==> src/rtl/nes_clk_en_gen.sv <==
// Parametrised clock-enable generator for the CPU, PPU and VGA domains.
// Produces one-cycle enable strobes, the M2 bus phase and a stretched CPU
// reset, all from the single master clock. Every output is a flop.
// Optional single-step debug support is enabled by NES_CLKGEN_STEP_EN.
module nes_clk_en_gen #(
  parameter int unsigned CPU_DIV   = 12,
  parameter int unsigned PPU_DIV   = 4,
  parameter int unsigned VGA_DIV   = 2,
  parameter int unsigned PPU_PHASE = 0,
  parameter int unsigned M2_LOW    = 5,
  parameter int unsigned RST_HOLD  = 4
) (
  input  logic clk_i,
  input  logic reset_i,
  input  logic cpu_halt_i,
  input  logic cpu_step_i,
  output logic cpu_ce_o,
  output logic ppu_ce_o,
  output logic vga_ce_o,
  output logic m2_o,
  output logic rst_cpu_o,
  output logic cpu_halted_o
);

  localparam int unsigned CpuW  = (CPU_DIV > 1) ? $clog2(CPU_DIV) : 1;
  localparam int unsigned PpuW  = (PPU_DIV > 1) ? $clog2(PPU_DIV) : 1;
  localparam int unsigned VgaW  = (VGA_DIV > 1) ? $clog2(VGA_DIV) : 1;
  localparam int unsigned HoldW = $clog2(RST_HOLD + 1);

  localparam logic [CpuW-1:0]  CpuLast  = CpuW'(CPU_DIV - 1);
  localparam logic [CpuW-1:0]  M2Low    = CpuW'(M2_LOW);
  localparam logic [PpuW-1:0]  PpuLast  = PpuW'(PPU_DIV - 1);
  localparam logic [PpuW-1:0]  PpuPhase = PpuW'(PPU_PHASE);
  localparam logic [VgaW-1:0]  VgaLast  = VgaW'(VGA_DIV - 1);
  localparam logic [HoldW-1:0] HoldLast = HoldW'(RST_HOLD - 1);

  // Reject illegal parameter sets at elaboration
  if (CPU_DIV < 2) begin : gen_chk_cpu_div
    $error("nes_clk_en_gen: CPU_DIV must be >= 2");
  end
  if (PPU_DIV < 1) begin : gen_chk_ppu_div
    $error("nes_clk_en_gen: PPU_DIV must be >= 1");
  end
  if (VGA_DIV < 1) begin : gen_chk_vga_div
    $error("nes_clk_en_gen: VGA_DIV must be >= 1");
  end
  if (PPU_PHASE >= PPU_DIV) begin : gen_chk_ppu_phase
    $error("nes_clk_en_gen: PPU_PHASE must be < PPU_DIV");
  end
  if ((M2_LOW < 1) || (M2_LOW > CPU_DIV - 1)) begin : gen_chk_m2_low
    $error("nes_clk_en_gen: M2_LOW must be in 1..CPU_DIV-1");
  end
  if (RST_HOLD < 1) begin : gen_chk_rst_hold
    $error("nes_clk_en_gen: RST_HOLD must be >= 1");
  end

`ifdef NES_CLKGEN_STEP_EN
  typedef enum logic [1:0] {StRun, StHalt, StStep} state_e;
`else
  typedef enum logic [0:0] {StRun, StHalt} state_e;
`endif

  state_e           state_q, state_d;
  logic [CpuW-1:0]  cpu_cnt_q, cpu_cnt_d;
  logic [PpuW-1:0]  ppu_cnt_q, ppu_cnt_d;
  logic [VgaW-1:0]  vga_cnt_q, vga_cnt_d;
  logic [HoldW-1:0] hold_q, hold_d;
  logic             cpu_ce_q, cpu_ce_d;
  logic             ppu_ce_q, ppu_ce_d;
  logic             vga_ce_q, vga_ce_d;
  logic             m2_q, m2_d;
  logic             rst_cpu_q, rst_cpu_d;
  logic             halted_q, halted_d;
  logic             cpu_wrap;
  logic             running_d;

`ifdef NES_CLKGEN_STEP_EN
  logic step_q;
  logic step_rise;

  // Remember last cpu_step so only a rising edge requests a step
  always_ff @(posedge clk_i) begin
    if (reset_i) begin
      step_q <= 1'b0;
    end else begin
      step_q <= cpu_step_i;
    end
  end

  assign step_rise = cpu_step_i & ~step_q;
`else
  logic unused_step;
  assign unused_step = cpu_step_i;
`endif

  assign cpu_wrap = (cpu_cnt_q == CpuLast);

  // Halt FSM: halting only at a CPU period boundary keeps periods whole
  always_comb begin
    state_d = state_q;
    case (state_q)
      StRun: begin
        if (cpu_halt_i && cpu_wrap) state_d = StHalt;
      end
      StHalt: begin
        if (!cpu_halt_i) begin
          state_d = StRun;
`ifdef NES_CLKGEN_STEP_EN
        end else if (step_rise) begin
          state_d = StStep;
`endif
        end
      end
`ifdef NES_CLKGEN_STEP_EN
      StStep: begin
        if (cpu_wrap) state_d = cpu_halt_i ? StHalt : StRun;
      end
`endif
      default: state_d = StRun;
    endcase
  end

  // Counters and next output values; outputs are derived from next state
  always_comb begin
    running_d = (state_d != StHalt);

    // Leaving or entering HALT always restarts the CPU period from zero
    if ((state_q == StHalt) || (state_d == StHalt) || cpu_wrap) begin
      cpu_cnt_d = '0;
    end else begin
      cpu_cnt_d = cpu_cnt_q + 1'b1;
    end

    ppu_cnt_d = (ppu_cnt_q == PpuLast) ? '0 : ppu_cnt_q + 1'b1;
    vga_cnt_d = (vga_cnt_q == VgaLast) ? '0 : vga_cnt_q + 1'b1;

    cpu_ce_d = running_d && (cpu_cnt_d == CpuLast);
    m2_d     = running_d && (cpu_cnt_d >= M2Low);
    halted_d = (state_d == StHalt);
    ppu_ce_d = (ppu_cnt_d == PpuLast);
    vga_ce_d = (vga_cnt_d == VgaLast);

    // Count CPU strobes while the CPU reset is held
    hold_d    = hold_q;
    rst_cpu_d = rst_cpu_q;
    if (rst_cpu_q && cpu_ce_q) begin
      hold_d = hold_q + 1'b1;
      if (hold_q == HoldLast) rst_cpu_d = 1'b0;
    end
  end

  // State register with synchronous reset
  always_ff @(posedge clk_i) begin
    if (reset_i) begin
      state_q   <= StRun;
      cpu_cnt_q <= '0;
      ppu_cnt_q <= PpuPhase;
      vga_cnt_q <= '0;
      hold_q    <= '0;
      cpu_ce_q  <= 1'b0;
      ppu_ce_q  <= 1'b0;
      vga_ce_q  <= 1'b0;
      m2_q      <= 1'b0;
      rst_cpu_q <= 1'b1;
      halted_q  <= 1'b0;
    end else begin
      state_q   <= state_d;
      cpu_cnt_q <= cpu_cnt_d;
      ppu_cnt_q <= ppu_cnt_d;
      vga_cnt_q <= vga_cnt_d;
      hold_q    <= hold_d;
      cpu_ce_q  <= cpu_ce_d;
      ppu_ce_q  <= ppu_ce_d;
      vga_ce_q  <= vga_ce_d;
      m2_q      <= m2_d;
      rst_cpu_q <= rst_cpu_d;
      halted_q  <= halted_d;
    end
  end

  assign cpu_ce_o     = cpu_ce_q;
  assign ppu_ce_o     = ppu_ce_q;
  assign vga_ce_o     = vga_ce_q;
  assign m2_o         = m2_q;
  assign rst_cpu_o    = rst_cpu_q;
  assign cpu_halted_o = halted_q;

endmodule

==> config.mk <==
export PLATFORM = sky130hd
export DESIGN_NAME = nes_clk_en_gen
export DESIGN_NICKNAME = d
export VERILOG_FILES = /design/src/rtl/nes_clk_en_gen.sv
export SDC_FILE = /design/constraint.sdc
export NUM_CORES = 1
export LEC_CHECK = 0
export BUFFER_PORTS_ARGS = -buffer_cell sky130_fd_sc_hd__buf_2
export CORE_AREA = 2 2 39 41
export CTS_CLUSTER_SIZE = 14
export DETAILED_ROUTE_END_ITERATION = 16
export DIE_AREA = 0 0 41 43
export GPL_TIMING_DRIVEN = 0
export PLACE_DENSITY_LB_ADDON = 0.1
export SYNTH_ARGS = -nofsm -noshare
export SYNTH_HDL_FRONTEND = slang
export SYNTH_SLANG_ARGS = --single-unit
==> constraint.sdc <==
create_clock -name clk_i -period 1.4 [get_ports clk_i]
set_input_delay 0.28 -clock clk_i [delete_from_list [all_inputs] [get_ports clk_i]]
set_output_delay 0.28 -clock clk_i [all_outputs]
set_load 0.03 [all_outputs]
### Word level (Yosys, flattened, before mapping)

Cells that the tools add are included.
Widths: inputs -> output; s select.

* output and inout port bits: 6
* bits of input ports: 4
* memories: 0
* flip-flop bits (word level): 15
* latch bits: 0
* logic and storage cells: 34
* memory bits (writable): 0
* bits in read-only memories: 0

* $add $sub $neg: 4
* multipliers: 0
* mux-type cells: 5
* bitwise gates (word level): 2
* reduce and logical (&&, ||, !) cells: 8
* magnitude comparators: 1
* shifts and indexed selects: 0
* divide/modulo/power cells: 0
* eq/ne operators: 5

Operators by type and width (number)
* $eq 4x4->1 const B: 2
* $add 4x1->4 const B: 1
* $eq 2x2->1 const B: 2
* $ge 4x3->1 const B: 1
* $logic_and 1x1->1: 4
* $mux 4: 1
* $add 3x1->3 const B: 1
* $eq 3x2->1 const B: 1
* $add 2x1->2 const B: 1
* $logic_or 1x1->1: 2
* $mux 1: 2
* $mux 2: 1
* $not 1->1: 2
* $pmux 1 s2: 1
* $reduce_and 2->1: 1
* $reduce_or 2->1: 1
* $add 1x1->1 const B: 1

### Depth between registers and ports, before layout

* depth after elaboration: 9
* mapped depth: 4
* depth with buffers taken out: 4

### Least setup slack after synthesis

Ideal clock, no wire load.

* path type: reg-to-reg
* start point: register cpu_cnt_q[0]
* end point: register cpu_ce_q (netlist: cpu_ce_o)
* path buffers: 0
* setup slack: 0.126 ns
* period minus slack after synthesis: 1.274 ns
* stages on the path, launching flop included: 5
* setup time: 0.117 ns
* data required time: 1.283 ns
* arrival time: 1.157 ns
* path through: dfxtp_1 ha_1 and3b_1 and3b_1 and4bb_1

* longest elaborated chain between the ends: 9
* elaborated cells on any way between the ends: 11
* those cells by class: add/sub: 1; eq/ne: 2; mux: 3; bitwise: 1; reduce/logical: 4

RTL lines
* start: declaration: RTL line 64 `logic [CpuW-1:0] cpu_cnt_q, cpu_cnt_d;`
* start signal: assignment: RTL line 168 `cpu_cnt_q <= cpu_cnt_d;`
* $eq 4x4->1: RTL line 96 `assign cpu_wrap = (cpu_cnt_q == CpuLast);`
* $logic_and 1x1->1: RTL line 103 `if (cpu_halt_i && cpu_wrap) state_d = StHalt;`
* $mux 1: RTL line 103
* $pmux 1 s2: RTL line 101 `case (state_q)`
* $logic_or 1x1->1 (2 in series): RTL line 128 `if ((state_q == StHalt) || (state_d == StHalt) || cpu_wrap) begin`
* $mux 4: RTL line 128
* $eq 4x4->1: RTL line 137 `cpu_ce_d = running_d && (cpu_cnt_d == CpuLast);`
* $logic_and 1x1->1 (*): RTL line 137
* end signal: assignment: RTL line 172 `cpu_ce_q <= cpu_ce_d;`
* end: declaration: RTL line 68 `logic cpu_ce_q, cpu_ce_d;`

Every way passes the cells marked *; elsewhere a longest branch is shown, timed or not.
A chain may end at the register's enable or synchronous reset.

### Final worst setup path

Ends and elaborated chain as after synthesis.

==> parameters.txt <==
Parameter                              Value

Outcome
  Run status    finished, final reports clean

Critical path
  Critical Path End Type    register
  CP startpoint kind    register
  Classification of the worst setup path    register to register
  Worst path arrival time    1.49 ns
  Worst path required time    1.57 ns
  Largest driver fanout on the critical path    6

Global route
  Antenna violations before repair    0
  Pin count of the biggest net entering global routing    11
  Combined global-route utilization of all metal layers    12.5%
  First-pass GRT wire length    1430 um
  Total congestion overflow    0
  Number of global-route vias before repair    356
  Grt met3 use    4.71%
  Met2 track demand over resource    16.3%
  Grt peak-use layer    met2
  Met1 usage in global routing    15.6%

Detailed routing
  Aggregate routed wire length    871 um
  1st-pass router iterations    2
  Initial DRC Count    1
  Via total after detailed routing    441
  Number of nets with antenna violations after routing    0
  Number of vias per cell after detailed routing    5.07
  WL per Instance    10.0 um
  DR DRC count    0

Pwr
  Share of total power in combinational logic    8.8%
  Power density over the cells    1100 mW/mm^2
  IR drop worst, VDD    607 uV
  Pint    0.582 mW
  Switching pwr    0.183 mW
  Power after layout    0.765 mW
  Portion of total power attributed to sequential cells    60.4%
  Power share of the clock group    30.8%
  Leakage power    0.309 nW
  Proportion of total power due to net switching    23.9%

Layout
  # diodes    0
  Layout cells sized above 1    22.5%
  Post-layout instance area    693 um^2
  Filler cells    141
  Final Non-Filler Cells    87
  Net count of the finished layout    81
  Synth-to-Final Area Change    15.4%

Clocking
  Buffer cell driving the clock tree root    sky130_fd_sc_hd__clkbuf_4
  CTS Buf Count    3
  Clock transition at the register clock pins on the worst setup and hold paths after CTS    0.09 ns
  Hold-fix buffer count after cts    0
  Depth of the CTS H-tree    1
  Worst skew pair latency    0.27 ns
  Clock tree from TritonCTS    built
  Maximum count of clock buffers along a single path    2
  Total setup buffers inserted after CTS    0
  TritonCTS sink count    15

STA
  Final hold violation count    0
  Worst hold-check slack    0.277 ns
  Slew of the pin with the lowest slew margin    0.424 ns
  Maximum clock rate    758 MHz
  Share of the clock period used by the worst path    94.2%
  Minimum clock period    1.32 ns
  Unrepaired setup endpoints after global routing    no
  Final setup violation count    0
  Relative max-transition margin    71.7%
  Clk_skew    0.00127 ns
  Number of pins exceeding their max-slew limit in the final report    0

Placed design
  Dpl hpwl    643 um
  Area of placed instances    661 um^2
  Placed insts    83
  GPL Wtd Cong    0.739
  I/O Buffers    8

Logic synthesis
  Flip-flop and latch count after synthesis    15
  Cell variety after synth    24
  Fraction of the yosys area taken by sequential cells    50.0%
  Synthesized instance count    59
  Number of warnings reported in the yosys synthesis log    0
  Mean instance size in the synthesized netlist    10.2 um^2
  Post-synthesis net count    68
  Synthesized area    601 um^2

Floorplanning
  Chip height    43 um
  Area enclosed by the die boundary    0.00176 mm^2
  Width of the chip    41 um
  Number of cell rows    14
  Starting Density    43.4%
  Top-level port count    10
  Core outline area    0.00138 mm^2

Run
  Max-cap violations    0

Worst hold path
  Worst hold path type    input port to register
flip-flops by register name, indices dropped and copies added (netlist names):
register      cells
cpu_cnt_q         4
ppu_ce_o          1
m2_o              1
ppu_cnt_q         2
rst_cpu_o         1
cpu_ce_o          1
hold_q            3
vga_ce_o          1
cpu_halted_o      1
repair_timing:
item / 4_1_cts / 5_1_grt
gates resized for setup: 1 / 2
pin swaps: 0 / 0
hold endpoints to repair: 0 / 0
setup endpoints to repair: 1 / 2
power by group through the flow:
stage | combinational (mW) | sequential (mW) | clock, mW
after floorplan | 0.0385 | 0.480 | 0
after global placement | 0.0655 | 0.471 | 0
after detailed placement | 0.0670 | 0.471 | 0
after CTS | 0.0671 | 0.462 | 0.248
after global routing | 0.0786 | 0.465 | 0.270
final | 0.0672 | 0.462 | 0.236
worst max-delay path: stages (launching register included):
cell and delay (ns):
sky130_fd_sc_hd__dfxtp_2 0.39, sky130_fd_sc_hd__ha_2 0.23, sky130_fd_sc_hd__and3b_2 0.23, sky130_fd_sc_hd__and3b_1 0.19
sky130_fd_sc_hd__and4bb_1 0.19
final timing paths:
check          startpoint           end  slack, ns  depth (start not counted)
max          cpu_cnt_q[0]      cpu_ce_o       0.08                          4
min            cpu_halt_i  cpu_halted_o       0.28                          2
max reg2reg  cpu_cnt_q[0]      cpu_ce_o       0.08                          4
min reg2reg      vga_ce_o      vga_ce_o       0.41                          1
cells in the final DEF, fill, tap and decap left out, drive strengths merged, types with 2 or more instances in the layout:
cell and count:
a21oi 3, and3b 2, buf 8, clkbuf 4, dfxtp 15, ha 5
inv 3, nand2 4, nor2 6, nor2b 2, nor3 2, nor3b 3
per-stage QoR:
| step | util, % | worst slack [ns] | TNS, ns |
|---|---|---|---|
| 6_report | 50.1 | 0.0805 | 0 |
| 5_1_grt | 50.1 | 0.0128 | 0 |
| 4_1_cts | 49.8 | 0.0342 | 0 |
| 3_5_place_dp | 47.7 | -0.0155 | -0.0155 |
| 3_3_place_gp | 47.7 | -0.0123 | -0.0123 |
| 2_1_floorplan | - | 0.126 | 0 |
layout make-up:
type | count | area [um^2] | area share [%]
plain buffers | 1 | 3.75 | 0.542
inverters | 3 | 11.3 | 1.62
repair buffers | 8 | 40.0 | 5.78
clock buffers | 3 | 22.5 | 3.25
clock inverters | 1 | 5.00 | 0.722
multi-input cells | 40 | 289 | 41.7
flip-flops and latches | 15 | 302 | 43.5
well taps | 16 | 20.0 | 2.89
kinds of logic after synthesis:
group | after synthesis | synth area share, %
AO/OA/AOI/OAI | 9 | 11.0
buffers and inverters | 4 | 2.50
flip-flops | 15 | 50.0
XOR/XNOR | 1 | 1.46
AND/OR/NAND/NOR | 25 | 24.6
adder cells (fa/ha/maj) | 5 | 10.4
synthesized netlist by cell type:
library cell | count | area share, %
sky130_fd_sc_hd__a311oi_1 | 1 | 1.5
sky130_fd_sc_hd__nor4_1 | 1 | 1.0
sky130_fd_sc_hd__nor2_1 | 6 | 3.7
sky130_fd_sc_hd__nor3_1 | 2 | 1.7
sky130_fd_sc_hd__and2_1 | 1 | 1.0
sky130_fd_sc_hd__a21o_1 | 1 | 1.3
sky130_fd_sc_hd__nor2b_1 | 2 | 2.1
sky130_fd_sc_hd__nor3b_1 | 3 | 3.7
sky130_fd_sc_hd__o21a_1 | 1 | 1.3
sky130_fd_sc_hd__nand2_1 | 4 | 2.5
sky130_fd_sc_hd__a211o_1 | 1 | 1.5
sky130_fd_sc_hd__xor2_1 | 1 | 1.5
sky130_fd_sc_hd__ha_1 | 5 | 10
sky130_fd_sc_hd__a211oi_2 | 1 | 2.1
sky130_fd_sc_hd__and2b_1 | 1 | 1.3
sky130_fd_sc_hd__and4bb_1 | 1 | 2.1
sky130_fd_sc_hd__clkbuf_1 | 1 | 0.62
sky130_fd_sc_hd__inv_1 | 3 | 1.9
sky130_fd_sc_hd__and3b_1 | 2 | 2.9
sky130_fd_sc_hd__and4b_1 | 1 | 1.7
sky130_fd_sc_hd__dfxtp_1 | 15 | 50
sky130_fd_sc_hd__nand3_1 | 1 | 0.83
sky130_fd_sc_hd__o22ai_1 | 1 | 1.0
sky130_fd_sc_hd__a21oi_1 | 3 | 2.5
routing by layer:
metal	part of all wire [%]	vias up
met1	52	200
met4	1.7	0
met3	3.7	2
met2	42	7
met5	0	-
li1	-	232
Power figures use the tool's default switching activity.
